`config.mk`:
```
export PLATFORM = sky130hd
export DESIGN_NAME = instr_mem_loader
export DESIGN_NICKNAME = d
export VERILOG_FILES = /design/src/rtl/loader_pkg.sv /design/src/rtl/instr_byte_packer.sv /design/src/rtl/instr_mem_loader.sv
export SDC_FILE = /design/constraint.sdc
export NUM_CORES = 1
export LEC_CHECK = 0
export ABC_AREA = 1
export BUFFER_PORTS_ARGS = -buffer_cell sky130_fd_sc_hd__buf_2
export CELL_PAD_IN_SITES_DETAIL_PLACEMENT = 2
export CELL_PAD_IN_SITES_GLOBAL_PLACEMENT = 2
export CORE_MARGIN = 2
export CORE_UTILIZATION = 32
export DETAILED_ROUTE_END_ITERATION = 8
export PLACE_DENSITY = 0.82
export REMOVE_ABC_BUFFERS = 1
export SLEW_MARGIN = 5
export SYNTH_ARGS = -nofsm -noshare
export SYNTH_HDL_FRONTEND = slang
export SYNTH_SLANG_ARGS = --single-unit
```
`constraint.sdc`:
```
create_clock -name clk -period 2.1 [get_ports clk]
set_clock_uncertainty 0.1 [all_clocks]
set_input_delay 0 -clock clk [delete_from_list [all_inputs] [get_ports clk]]
set_output_delay 0 -clock clk [all_outputs]
set_load 0.02 [all_outputs]
```
`src/rtl/loader_pkg.sv`:
```
// Shared state encoding, default widths and stream-length helper for the instruction memory loader.
package loader_pkg;

   localparam int DEF_ADDR_W    = 15;
   localparam int DEF_INSTR_W   = 20;
   localparam int DEF_MAX_WORDS = 1024;
   localparam int LEN_W         = 15;

   typedef enum logic [2:0] {
      ST_IDLE,
      ST_LEN_LO,
      ST_LEN_HI,
      ST_DATA,
      ST_WRITE,
      ST_CHK,
      ST_DONE,
      ST_ERROR
   } loader_state_e;

   typedef logic [1:0] byte_idx_t;

   localparam byte_idx_t LAST_BYTE = 2'd2;

   // Bit 15 of the length field is reserved, so only LEN_HI[6:0] is passed in.
   function automatic logic [LEN_W-1:0] stream_len(input logic [6:0] hi, input logic [7:0] lo);
      return {hi, lo};
   endfunction

endpackage

```
`src/rtl/instr_byte_packer.sv`:
```
// Collects three little-endian stream bytes into one instruction word.
// word_ready_o/fmt_err_o are valid in the cycle the third byte is pushed.
module instr_byte_packer
   import loader_pkg::*;
#(
   parameter int INSTR_W = DEF_INSTR_W
) (
   input  logic               clk,
   input  logic               reset,
   input  logic               clear_i,
   input  logic               push_i,
   input  logic [7:0]         byte_i,
   output logic [INSTR_W-1:0] word_o,
   output logic               word_ready_o,
   output logic               fmt_err_o
);

   byte_idx_t  idx_q;
   logic [7:0] b0_q;
   logic [7:0] b1_q;

   // NOTE: non-blocking assignments here so every register samples pre-edge values, independent of statement order.
   always_ff @(posedge clk) begin
      if (reset || clear_i) begin
         idx_q <= '0;
         b0_q  <= '0;
         b1_q  <= '0;
      end else if (push_i) begin
         idx_q <= (idx_q == LAST_BYTE) ? '0 : idx_q + byte_idx_t'(1);
         if (idx_q == 2'd0) b0_q <= byte_i;
         if (idx_q == 2'd1) b1_q <= byte_i;
      end
   end

   // The third byte is used straight from the bus, so the word is ready without an extra cycle.
   assign word_ready_o = push_i && (idx_q == LAST_BYTE);
   assign fmt_err_o    = word_ready_o && (byte_i[7:4] != 4'h0);
   assign word_o       = INSTR_W'({byte_i[3:0], b1_q, b0_q});

endmodule

```
`src/rtl/instr_mem_loader.sv`:
```
// Writes a length-prefixed byte stream into instruction memory and holds the core meanwhile.
// Define LOADER_CHECKSUM_EN to require a trailing XOR checksum byte before reporting done.
module instr_mem_loader
   import loader_pkg::*;
#(
   parameter int ADDR_W    = DEF_ADDR_W,
   parameter int INSTR_W   = DEF_INSTR_W,
   parameter int MAX_WORDS = DEF_MAX_WORDS
) (
   input  logic               clk,
   input  logic               reset,
   input  logic               start,
   input  logic               byte_valid,
   input  logic [7:0]         byte_data,
   output logic               byte_ready,
   output logic               imem_we,
   output logic [ADDR_W-1:0]  imem_addr,
   output logic [INSTR_W-1:0] imem_wdata,
   output logic               cpu_hold,
   output logic               busy,
   output logic               done,
   output logic               error,
   output logic [ADDR_W-1:0]  words_written
);

   localparam logic [LEN_W-1:0] MAX_LEN = LEN_W'(MAX_WORDS);

   loader_state_e      state_q;
   logic [7:0]         len_lo_q;
   logic [ADDR_W-1:0]  len_q;
   logic [ADDR_W-1:0]  words_written_q;
   logic               imem_we_q;
   logic [ADDR_W-1:0]  imem_addr_q;
   logic [INSTR_W-1:0] imem_wdata_q;
   logic               busy_q;
   logic               cpu_hold_q;
   logic               done_q;
   logic               error_q;

   logic               xfer;
   logic               start_ok;
   logic               pk_push;
   logic               pk_word_ready;
   logic               pk_fmt_err;
   logic [INSTR_W-1:0] pk_word;
   logic [LEN_W-1:0]   len_in;

   assign byte_ready = (state_q == ST_LEN_LO) || (state_q == ST_LEN_HI) ||
                       (state_q == ST_DATA)   || (state_q == ST_CHK);
   assign xfer       = byte_valid && byte_ready;
   assign start_ok   = start && (state_q inside {ST_IDLE, ST_DONE, ST_ERROR});
   assign pk_push    = xfer && (state_q == ST_DATA);
   assign len_in     = stream_len(byte_data[6:0], len_lo_q);

   instr_byte_packer #(.INSTR_W(INSTR_W)) u_packer (
      .clk          (clk),
      .reset        (reset),
      .clear_i      (start_ok),
      .push_i       (pk_push),
      .byte_i       (byte_data),
      .word_o       (pk_word),
      .word_ready_o (pk_word_ready),
      .fmt_err_o    (pk_fmt_err)
   );

`ifdef LOADER_CHECKSUM_EN
   logic [7:0] csum_q;

   // The checksum byte itself also gets folded in, but it is only compared before that update lands.
   always_ff @(posedge clk) begin
      if (reset || start_ok) csum_q <= '0;
      else if (xfer)         csum_q <= csum_q ^ byte_data;
   end
`endif

   always_ff @(posedge clk) begin
      if (reset) begin
         state_q         <= ST_IDLE;
         len_lo_q        <= '0;
         len_q           <= '0;
         words_written_q <= '0;
         imem_we_q       <= 1'b0;
         imem_addr_q     <= '0;
         imem_wdata_q    <= '0;
         busy_q          <= 1'b0;
         cpu_hold_q      <= 1'b0;
         done_q          <= 1'b0;
         error_q         <= 1'b0;
      end else begin
         imem_we_q <= 1'b0;
         if (start_ok) begin
            state_q         <= ST_LEN_LO;
            busy_q          <= 1'b1;
            cpu_hold_q      <= 1'b1;
            done_q          <= 1'b0;
            error_q         <= 1'b0;
            words_written_q <= '0;
         end else begin
            case (state_q)
               ST_LEN_LO: begin
                  if (xfer) begin
                     len_lo_q <= byte_data;
                     state_q  <= ST_LEN_HI;
                  end
               end
               ST_LEN_HI: begin
                  if (xfer) begin
                     len_q <= ADDR_W'(len_in);
                     if (len_in == '0) begin
                        state_q    <= ST_DONE;
                        busy_q     <= 1'b0;
                        cpu_hold_q <= 1'b0;
                        done_q     <= 1'b1;
                     end else if (len_in > MAX_LEN) begin
                        state_q <= ST_ERROR;
                        busy_q  <= 1'b0;
                        error_q <= 1'b1;
                     end else begin
                        state_q <= ST_DATA;
                     end
                  end
               end
               ST_DATA: begin
                  if (pk_fmt_err) begin
                     state_q <= ST_ERROR;
                     busy_q  <= 1'b0;
                     error_q <= 1'b1;
                  end else if (pk_word_ready) begin
                     state_q         <= ST_WRITE;
                     imem_we_q       <= 1'b1;
                     imem_addr_q     <= words_written_q;
                     imem_wdata_q    <= pk_word;
                     words_written_q <= words_written_q + ADDR_W'(1);
                  end
               end
               ST_WRITE: begin
                  // words_written_q already counts the word being written this cycle.
                  if (words_written_q == len_q) begin
`ifdef LOADER_CHECKSUM_EN
                     state_q <= ST_CHK;
`else
                     state_q    <= ST_DONE;
                     busy_q     <= 1'b0;
                     cpu_hold_q <= 1'b0;
                     done_q     <= 1'b1;
`endif
                  end else begin
                     state_q <= ST_DATA;
                  end
               end
`ifdef LOADER_CHECKSUM_EN
               ST_CHK: begin
                  if (xfer) begin
                     busy_q <= 1'b0;
                     if (byte_data == csum_q) begin
                        state_q    <= ST_DONE;
                        cpu_hold_q <= 1'b0;
                        done_q     <= 1'b1;
                     end else begin
                        state_q <= ST_ERROR;
                        error_q <= 1'b1;
                     end
                  end
               end
`endif
               default: ;
            endcase
         end
      end
   end

   assign imem_we       = imem_we_q;
   assign imem_addr     = imem_addr_q;
   assign imem_wdata    = imem_wdata_q;
   assign busy          = busy_q;
   assign cpu_hold      = cpu_hold_q;
   assign done          = done_q;
   assign error         = error_q;
   assign words_written = words_written_q;

endmodule

```
==> impl_metrics.yaml <==
run_status:
  status: "complete, no violations"
critical_path:
  crit_type: "input pin to register"
  crit_cells: 10
  cp-end-kind: "register"
  worstReg2RegStart: "state_q[1]$_SDFFE_PP0P_"
  crit_path_max_fanout: 28
  timing.rr.end: "imem_wdata[18]$_SDFFE_PP0P_"
  critPathTopFamily: "buffers and inverters"
  crit_path_start_kind: "input pin"
  r2r_cells: 9
  crit_path_frequent_cell: "inv_1"
  critPathMaxStageDelay_ns: 0.55
  startpoint: "byte_data[5]"
  r2r_slack_ns: 0.18
  crit_chain: "dlygate4sd3_1 > buf_2 > inv_1 > nand3_1 > inv_1 > nand2_1 > nor2_4 > buf_6 > o21ai_0 > a21oi_1"
  worst_path_max_delay_cell: "dlygate4sd3_1"
  cp-endpoint: "imem_wdata[18]$_SDFFE_PP0P_"
  required_ns: 2.28
  cp.arrival_ns: 2.15
  crit_buf_inv: 5
yosys:
  yosysTopAreaCell: "dfxtp_1"
  ys_ff_latch: 99
  syn_avg_cell_area_um2: 7.51
  ys_seq_area_share_pct: 48.4
  synth_area_mm2: 0.00410
  ys_types: 33
  synthCells: 546
  synth_edf_count: 0
  ys_warn_count: 0
  synthFlopType: "dfxtp_1"
  synth.top_cell.area_share_pct: 48.4
  synth_area_leaders: "dfxtp_1 48%, o21ai_0 10%, a21oi_1 8.8%"
  synthArstFlopShare_pct: 0
route:
  first_pass_iters: 4
  routed_wl_um: 13300
  ant_nets: 0
  drc: 0
  wire_per_inst_um: 16.7
  drt_iter0_markers: 153
  dr_total_vias: 3947
  drt-vias-per-instance: 4.93
hold_path:
  hold_path_class: "input pin to register"
  holdPathStages: 6
clock_network:
  cts.path.max_buffers: 2
  clock-root-buffer: "clkbuf_16"
  numClockSinks: 99
  clk_pin_slew_worst_paths_ns: 0.07
  cts_buffers: 9
  h-tree-depth: 3
  cts_tree: "yes"
  clock_latency_ns: 0.35
power_and_ir_drop:
  seqPwrFrac_pct: 44.3
  p_int_mw: 3.18
  switchingPower_mw: 1.63
  p_comb_share_pct: 22.3
  pwr-share-clk_pct: 33.5
  switching_share_pct: 33.9
  fin_total_pwr_mw: 4.80
  irDropWorstVdd_uv: 375
  p_leak_nw: 2.30
  powerDensity_mw_per_mm2: 960
final_layout:
  final_common_cell: "dfxtp_1"
  area_delta_synth_final_pct: 22.1
  final_cell_mix: "99 x dfxtp_1, 90 x nand2_1, 83 x o21ai_0, 72 x a21oi_1, 67 x buf_2"
  final_nets: 636
  layout.area.seq_mm2: 0.00198
  drive_above_1_share_pct: 18.3
  antenna_cells: 0
  stdcell_count: 800
  fin_util_pct: 39.8
  multi_input_area_mm2: 0.00177
  fillCellCount: 1477
global_route:
  grt_max_degree: 58
  grtUsageMet2_pct: 37.6
  first_global_vias: 4291
  gr-total-overflow: 0
  grt_antenna_before_repair: 0
  grtUsageMet1_pct: 24.8
  top_usage_layer: "met2"
  gr-usage-met3_pct: 3.60
  track_usage_pct: 20.8
  grt_pass1_wl_um: 21900
floorplan:
  die_h_um: 117
  rows: 41
  initial_utilization_pct: 32.6
  core_mm2: 0.0126
  fp.dieW_um: 117
  ioPinCount: 68
  dieArea_mm2: 0.0137
timing:
  setup_viol: 0
  finalSetupTns_ns: 0
  slew_headroom_pct: 63.9
  rsz0062_at_grt: "true"
  drv_slew: 0
  fmax_ghz: 0.508
  tightest_slew_ns: 0.542
  finalCritPeriodShare_pct: 93.7
  hold_viol_final: 0
  min_period_ns: 1.97
place:
  placedCellCount: 773
  io_buffers: 67
  hpwl_um: 9350
  place_congestion: 0.783
run:
  drv_cap: 0
-- how the worst min path moves through the flow --
stage	from	endpoint	slack [ns]
3_3_place_gp	reset	busy$_SDFFE_PP0P_	0.18
6_report	byte_valid	state_q[0]$_SDFFE_PP0P_	0.06
3_5_place_dp	reset	busy$_SDFFE_PP0P_	0.20
5_1_grt	byte_valid	state_q[0]$_SDFFE_PP0P_	0.10
4_1_cts	byte_valid	state_q[0]$_SDFFE_PP0P_	0.04
2_1_floorplan	reset	busy$_SDFFE_PP0P_	-0.03
-- power by group through the flow --
| stage | Sequential, mW | Clock [mW] | Combinational [mW] |
|---|---|---|---|
| 3_5_place_dp | 2.17 | 0 | 1.03 |
| 4_1_cts | 2.13 | 1.66 | 1.06 |
| 2_1_floorplan | 2.16 | 0 | 0.675 |
| 5_1_grt | 2.14 | 1.74 | 1.21 |
| 6_report | 2.13 | 1.61 | 1.07 |
| 3_3_place_gp | 2.16 | 0 | 0.975 |
-- repair_timing --
item / CTS / global route
endpoints found under the setup margin: 0 / 36
buffers inserted: 0 / 1
endpoints found under the hold margin: 39 / 0
hold buffers: 10 / 0
resized for setup: 0 / 7
-- kinds of logic after synthesis --
kind of cell	after synthesis	share of synthesized area [%]
compound gates	165	20.6
fa+ha+maj	1	0.305
buf+inv	83	8.82
flops	99	48.4
simple gates	196	21.5
xor+xnor	2	0.427
-- Yosys cell counts, types with 5 or more instances --
| cell type | instances |
|---|---|
| nand4_1 | 5 |
| dfxtp_1 | 99 |
| nand2_1 | 90 |
| buf_2 | 7 |
| inv_1 | 57 |
| nand3_1 | 15 |
| clkbuf_1 | 9 |
| o21ai_0 | 83 |
| nor2_1 | 66 |
| a21oi_1 | 72 |
| buf_6 | 5 |
-- per-layer routing --
metal | vias up | share of wire [%]
met5 | - | 0
met4 | 0 | 1.7
met3 | 16 | 2.7
met2 | 61 | 51
met1 | 1933 | 45
li1 | 1937 | -
-- through the flow --
stage | worst slack (ns) | cell area (um2) | hold slack [ns]
2_1_floorplan | 0.00599 | 3970 | -0.0309
3_3_place_gp | 0.202 | 4590 | 0.185
3_5_place_dp | 0.0639 | 4590 | 0.197
4_1_cts | 0.0265 | 4970 | 0.0440
5_1_grt | -0.0547 | 5000 | 0.100
6_report | 0.133 | 5000 | 0.0600
-- worst reg2reg max path: cells and delay by family, from the launching register on --
kind	cells	cell delay, ns
AND/OR/NAND/NOR	5	0.68
flip-flops	1	0.40
buffers and inverters	2	0.37
AO/OA/AOI/OAI	2	0.30
-- sequential cells by signal, indices dropped and copies added (netlist names) --
signal / count
busy: 1
len_q: 15
u_packer.b1_q: 8
imem_we: 1
imem_addr: 15
imem_wdata: 20
error: 1
state_q: 3
done: 1
cpu_hold: 1
len_lo_q: 8
words_written: 15
u_packer.b0_q: 8
u_packer.idx_q: 2
-- area by class of cell --
class	count	area share [%]
flip-flops and latches	99	39.6
multi-input cells	364	35.3
repair buffers	88	10.4
inverters	61	4.70
clock buffers	9	4.50
well taps	172	4.30
clock inverters	7	1.13
No activity file was read; power rests on OpenSTA's default activity.
